`src/rtl/uart_tx_fifo2.sv`:
```
// UART transmitter with a valid/ready byte input, a one-word holding register (THR)
// in front of the shift register (TSR). Frames go out back-to-back with no idle gap.
module uart_tx_fifo2 #(
  parameter int DATA_W       = 8,
  parameter int CLKS_PER_BIT = 16,
  parameter int PARITY       = 0,
  parameter int STOP_BITS    = 1
) (
  input  logic              clk,
  input  logic              rst,
  input  logic [DATA_W-1:0] dataIn,
  input  logic              tx_valid,
  output logic              tx_ready,
  output logic              tx_data,
  output logic              tx_status,
  output logic              tx_done
);

  localparam int CW = (CLKS_PER_BIT > 1) ? $clog2(CLKS_PER_BIT) : 1;
  localparam logic [CW-1:0] BAUD_LAST = CW'(CLKS_PER_BIT - 1);
  localparam logic [3:0]    DATA_LAST = 4'(DATA_W - 1);
  localparam logic [3:0]    STOP_LAST = 4'(STOP_BITS - 1);

  localparam logic [2:0] S_IDLE  = 3'd0;
  localparam logic [2:0] S_START = 3'd1;
  localparam logic [2:0] S_DATA  = 3'd2;
  localparam logic [2:0] S_PAR   = 3'd3;
  localparam logic [2:0] S_STOP  = 3'd4;

  logic [2:0]        state_q, state_d;
  logic [CW-1:0]     baud_q, baud_d;
  logic [3:0]        bit_q, bit_d;
  logic [DATA_W-1:0] tsr_q, tsr_d;
  logic [DATA_W-1:0] thr_q, thr_d;
  logic              thr_full_q, thr_full_d;
  logic              par_q, par_d;
  logic              done_q, done_d;
  logic              tx_data_q, tx_data_d;
  logic              status_q, status_d;

  logic              hs, baud_wrap, load;
  logic [DATA_W-1:0] load_w;

  function automatic logic par_of(input logic [DATA_W-1:0] w);
    return (PARITY == 1) ? ~^w : ^w;
  endfunction

  assign hs = tx_valid & ~thr_full_q;

  always_comb begin
    state_d    = state_q;
    baud_d     = baud_q;
    bit_d      = bit_q;
    tsr_d      = tsr_q;
    par_d      = par_q;
    thr_d      = thr_q;
    thr_full_d = thr_full_q;
    done_d     = 1'b0;
    load       = 1'b0;
    load_w     = dataIn;
    baud_wrap  = (baud_q == BAUD_LAST);

    if (state_q != S_IDLE) baud_d = baud_wrap ? '0 : baud_q + 1'b1;
    // Any accept while the shifter is busy lands in THR; end-of-frame may promote it below.
    if (hs && state_q != S_IDLE) begin
      thr_d      = dataIn;
      thr_full_d = 1'b1;
    end

    case (state_q)
      S_IDLE:  if (hs) load = 1'b1;
      S_START: if (baud_wrap) begin
        state_d = S_DATA;
        bit_d   = '0;
      end
      S_DATA: if (baud_wrap) begin
        tsr_d = tsr_q >> 1;
        if (bit_q == DATA_LAST) begin
          state_d = (PARITY != 0) ? S_PAR : S_STOP;
          bit_d   = '0;
        end else begin
          bit_d = bit_q + 4'd1;
        end
      end
      S_PAR: if (baud_wrap) begin
        state_d = S_STOP;
        bit_d   = '0;
      end
      S_STOP: if (baud_wrap) begin
        if (bit_q == STOP_LAST) begin
          done_d  = 1'b1;
          state_d = S_IDLE;
          bit_d   = '0;
          if (thr_full_q) begin
            load       = 1'b1;
            load_w     = thr_q;
            thr_full_d = 1'b0;
          end else if (hs) begin
            load       = 1'b1;
            thr_full_d = 1'b0;
          end
        end else begin
          bit_d = bit_q + 4'd1;
        end
      end
      default: state_d = S_IDLE;
    endcase

    if (load) begin
      state_d = S_START;
      tsr_d   = load_w;
      par_d   = par_of(load_w);
      baud_d  = '0;
      bit_d   = '0;
    end
  end

  // Line and busy flag follow the state register one cycle later.
  always_comb begin
    tx_data_d = 1'b1;
    case (state_q)
      S_START: tx_data_d = 1'b0;
      S_DATA:  tx_data_d = tsr_q[0];
      S_PAR:   tx_data_d = par_q;
      default: tx_data_d = 1'b1;
    endcase
    status_d = (state_q != S_IDLE);
  end

  always_ff @(posedge clk or posedge rst) begin
    if (rst) begin
      state_q    <= S_IDLE;
      baud_q     <= '0;
      bit_q      <= '0;
      tsr_q      <= '0;
      thr_q      <= '0;
      thr_full_q <= 1'b0;
      par_q      <= 1'b0;
      done_q     <= 1'b0;
      tx_data_q  <= 1'b1;
      status_q   <= 1'b0;
    end else begin
      state_q    <= state_d;
      baud_q     <= baud_d;
      bit_q      <= bit_d;
      tsr_q      <= tsr_d;
      thr_q      <= thr_d;
      thr_full_q <= thr_full_d;
      par_q      <= par_d;
      done_q     <= done_d;
      tx_data_q  <= tx_data_d;
      status_q   <= status_d;
    end
  end

  assign tx_ready  = ~thr_full_q;
  assign tx_data   = tx_data_q;
  assign tx_status = status_q;
  assign tx_done   = done_q;

endmodule

```
`config.mk`:
```
export PLATFORM = sky130hd
export DESIGN_NAME = uart_tx_fifo2
export DESIGN_NICKNAME = d
export VERILOG_FILES = /design/src/rtl/uart_tx_fifo2.sv
export SDC_FILE = /design/constraint.sdc
export NUM_CORES = 1
export LEC_CHECK = 0
export CORE_AREA = 4 4 62 64
export DETAILED_ROUTE_END_ITERATION = 8
export DIE_AREA = 0 0 66 68
export PLACE_DENSITY = 0.89
export SLEW_MARGIN = 15
export SYNTH_ARGS = -nofsm -noshare
export SYNTH_HDL_FRONTEND = slang
export SYNTH_SLANG_ARGS = --single-unit
```
`constraint.sdc`:
```
create_clock -name clk -period 2.4 [get_ports clk]
set_clock_uncertainty 0.05 [all_clocks]
set_input_delay 0.48 -clock clk [delete_from_list [all_inputs] [get_ports clk]]
set_output_delay 0.48 -clock clk [all_outputs]
set_load 0.05 [all_outputs]
```
==> reports/qor_table.md <==
| Item | Reported | Unit |
|:---|:---|:---|
| Worst-case headroom to the max-slew limit | 64.89 | % |
| Antenna violations before repair | 0 | - |
| Worst Hold Class | input pin to asynchronous set/reset pin | - |
| Stages on the worst setup path | 2 | - |
| Post-layout instance count excluding filler cells | 230 | - |
| Startpoint types | flop | - |
| Number of buffer and inverter instances along the worst setup path | 2 | - |
| Launching element of the worst setup path | thr_full_q | - |
| Area fraction of the dominant cell type after synthesis | 42.18 | % |
| FF-to-FF Start | bit_q[0] | - |
| Main combinational cell family by area after synthesis | multiplexers | - |
| Clock Power Share | 21.9 | % |
| Post-DR wirelength/cell | 15.70 | um |
| Fin crit share | 91.60 | % |
| Highest ir drop seen on vdd | 507.5 | uV |
| Die width | 66 | um |
| Multiplexer share of the synthesized area | 18.03 | % |
| Power per unit of standard cell area | 899.6 | nW/um^2 |
| First DRT Iteration DRCs | 72 | - |
| Post-synthesis average cell area | 11.08 | um^2 |
| Number of input and output port buffers inserted | 14 | - |
| Fill cell count | 280 | - |
| Setup bufs post-CTS | 0 | - |
| Slowest-stage cell, CP | sky130_fd_sc_hd__clkdlybuf4s50_1 | - |
| Delay-heaviest family, CP | buffers and inverters | - |
| Number of enable flip-flop cells after synthesis | 0 | - |
| Total routing resource utilization after global routing | 18.57 | % |
| First-pass GRT wire length | 6.161 | mm |
| Final min period | 2.198 | ns |
| Total clock buffers created by CTS | 5 | - |
| Number of nets in the finished design | 197 | - |
| Parity-gate share of the synthesized area counting xor and xnor cells | 7.619 | % |
| Fraction of power spent switching nets | 35.87 | % |
| Clock tree from TritonCTS | yes | - |
| Largest driver fanout on the critical path | 5 | - |
| Detailed-route via count | 1315 | - |
| Largest cells by area after synthesis | sky130_fd_sc_hd__dfrtp_1 (42%), sky130_fd_sc_hd__mux2i_1 (13%), sky130_fd_sc_hd__xnor2_1 (7.1%) | - |
| Wire length reported by the detailed router | 3.611 | mm |
| Clock-pin slew on the worst setup and hold paths | 0.11 | ns |
| Main flop type after synthesis | sky130_fd_sc_hd__dfrtp_1 | - |
| Run status | complete, no violations | - |
| Combinational power share | 32.5 | % |
| Maximum level of the CTS H-tree | 2 | - |
| Ordered cell list for the critical path | inv_1, clkdlybuf4s50_1 | - |
| Setup TNS | 0 | ns |
| Cell with the most instances after synthesis | sky130_fd_sc_hd__dfrtp_1 | - |
| Largest net degree at the start of global routing | 22 | - |
| Fraction of layout cells with a size suffix above 1 | 15.22 | % |
| Fraction of the core area covered by cells at the end of the flow | 63.58 | % |
| CP Capture Type | primary output | - |
| Floorplan row count | 21 | - |
| Crit path kind | flop to primary output | - |
| Number of global-route vias before repair | 1325 | - |
| Number of placed cells counting well taps | 222 | - |
| Share of flip-flops with an asynchronous set or reset | 100.0 | % |
| Reg-to-reg critical path endpoint | tsr_q[1] | - |
| Source-to-sink clock delay at the later pin of the worst-skew pair | 0.34 | ns |
| Number of sinks on the clock net | 32 | - |
| Number of max-cap violations | 0 | - |
| Die Area | 4488 | um^2 |
| Fraction of the yosys area taken by sequential cells | 43.61 | % |
| Post_cts resized | 0 | - |
| Area of all placed cells without fillers | 2088 | um^2 |
| Final-report hold violation count | 0 | - |
| Flop2flop setup slack | 0.33 | ns |
| Pre-CTS setup slack | 0.3529 | ns |
| Largest area contributor in the netlist | sky130_fd_sc_hd__dfrtp_1 | - |
| Worst Setup EP | tx_ready | - |
| Post-cts hold buffer count | 0 | - |
| I/O pin cnt | 15 | - |
| Worst-case clock buffer depth | 2 | - |
| Unrepaired setup endpoints after global routing | no | - |
| Unique cell type count in the Yosys netlist | 47 | - |
| Post-Syn Area | 1839 | um^2 |
| Register-to-Register Path Depth | 7 | - |
| Core area | 3284 | um^2 |
| Die Span Y | 68 | um |
| Total placed instance area | 2012 | um^2 |
| Area growth, synth to finish | 13.54 | % |
| Fin worst setup slack | 0.2016 | ns |
| Initial Util | 56.00 | % |
| Most common library cells after synthesis | sky130_fd_sc_hd__dfrtp_1 (31), sky130_fd_sc_hd__mux2i_1 (23), sky130_fd_sc_hd__xnor2_1 (15) | - |
| Int Power | 0.001205 | W |
| Via-to-Cell Ratio | 5.717 | - |
| Number of optimization iterations in the first detailed-route pass | 4 | - |
| Adder and majority cell fraction of the synthesized area | 2.041 | % |
| Switching power | 0.0006739 | W |
| Delay contributed by the slowest stage of the critical path | 0.80 | ns |
| Worst path arrival time | 1.67 | ns |
| Register share of total power | 45.6 | % |
| Antenna Cells | 0 | - |
| Static power due to leakage | 0.9405 | nW |
| Slew at the pin with the worst max-slew slack | 0.5261 | ns |
| Net count after synthesis | 180 | - |
| Placer Congestion | 0.8674 | - |
| Simple-gate portion of the synthesized area | 14.97 | % |
| Setup-violating endpoint count in the final report | 0 | - |
| Detailed placer's ending HPWL | 2.635 | mm |
| Cell at the root of the clock tree | sky130_fd_sc_hd__clkbuf_4 | - |
| Worst EP required | 1.87 | ns |
| Highest achievable clock rate | 454.9 | MHz |
| Post-detailed-route count of antenna-violating nets | 0 | - |
| DR DRC count | 0 | - |
| Count of yosys warnings during synthesis | 0 | - |
| Total grt overflow | 0 | - |
| Cells after synthesis | 166 | - |
| Post-synthesis register bit count | 32 | - |
| Fraction of the mapped netlist area in compound gates | 9.252 | % |
| Number of max-slew violations in the final report | 0 | - |
## state kept, by name (all words and copies together) (netlist names)
name	cells
state_q	3
thr_q	8
tx_status	1
tsr_q	8
baud_q	4
bit_q	4
thr_full_q	1
tx_data	1
par_q	1
tx_done	1
## cell usage in the layout, fill, tap and decap left out, types with 4 or more instances in the layout
cell type / count
sky130_fd_sc_hd__inv_1: 6
sky130_fd_sc_hd__a21oi_1: 9
sky130_fd_sc_hd__mux2i_1: 23
sky130_fd_sc_hd__nand2_1: 10
sky130_fd_sc_hd__dfrtp_1: 31
sky130_fd_sc_hd__nor2_1: 5
sky130_fd_sc_hd__mux2_2: 9
sky130_fd_sc_hd__xnor2_1: 15
sky130_fd_sc_hd__clkbuf_4: 5
sky130_fd_sc_hd__clkdlybuf4s50_1: 14
sky130_fd_sc_hd__o21ai_0: 4
## logic make-up (layout without fill, tap and decap cells)
group | count (synthesis) | in the layout
AND/OR/NAND/NOR | 44 | 44
AO/OA/AOI/OAI | 26 | 26
flip-flops | 32 | 32
multiplexers | 32 | 32
XOR/XNOR | 16 | 16
adder cells (fa/ha/maj) | 3 | 3
buffers and inverters | 13 | 31
## power by group through the flow
stage / registers, W / logic [W] / clock network, W
final: 0.000856 / 0.000611 / 0.000411
after global routing: 0.000881 / 0.000684 / 0.000448
after CTS: 0.000852 / 0.000614 / 0.000417
after detailed placement: 0.000864 / 0.000612 / 0
after global placement: 0.000848 / 0.000570 / 0
after floorplan: 0.000843 / 0.000463 / 0
## worst register-to-register path, stage by stage (launching register included)
cell	delay, ns
sky130_fd_sc_hd__dfrtp_1	0.42
sky130_fd_sc_hd__inv_1	0.11
sky130_fd_sc_hd__ha_1	0.17
sky130_fd_sc_hd__nor3b_1	0.45
sky130_fd_sc_hd__a31oi_2	0.19
sky130_fd_sc_hd__nor2b_2	0.13
sky130_fd_sc_hd__buf_4	0.26
sky130_fd_sc_hd__mux2i_1	0.22
## area by class of cell
cell class	count	area, um^2	area share (%)
timing repair buffer	17	175.2	8.388
tap	46	57.56	2.756
clock buffer	6	41.29	1.977
multi-input combinational	121	954.7	45.72
inverter	6	22.52	1.078
clock inverter	2	35.03	1.678
sequential	32	802.0	38.41
## worst min-delay path by stage
| stage | cells past startpoint | to | slack (ns) | from |
|---|---|---|---|---|
| finish | 2 | bit_q[2] | 0.42 | rst |
| global route | 2 | bit_q[0] | 0.46 | rst |
| CTS | 2 | bit_q[0] | 0.42 | rst |
| detailed placement | 2 | par_q | 0.47 | par_q |
| global placement | 2 | par_q | 0.45 | par_q |
| floorplan | 2 | par_q | 0.42 | par_q |
## routing by layer
metal | GRT usage, % | vias up | wire length [um] | part of all wire, %
met1 | 21.54 | 642 | 1472 | 41
met4 | 9.137 | 0 | 87 | 2.4
met2 | 31.79 | 41 | 1869 | 52
li1 | - | 625 | - | -
met5 | 0 | - | 0 | 0
met3 | 5.090 | 7 | 180 | 5.0
## metrics by stage
stage | total power, W | hold WS (ns)
after floorplan | 0.001306 | 0.4236
after global placement | 0.001417 | 0.4490
after detailed placement | 0.001476 | 0.4703
after CTS | 0.001883 | 0.4196
after global routing | 0.002013 | 0.4587
final | 0.001879 | 0.4197
Note: power is estimated with default switching activity, not from simulation.
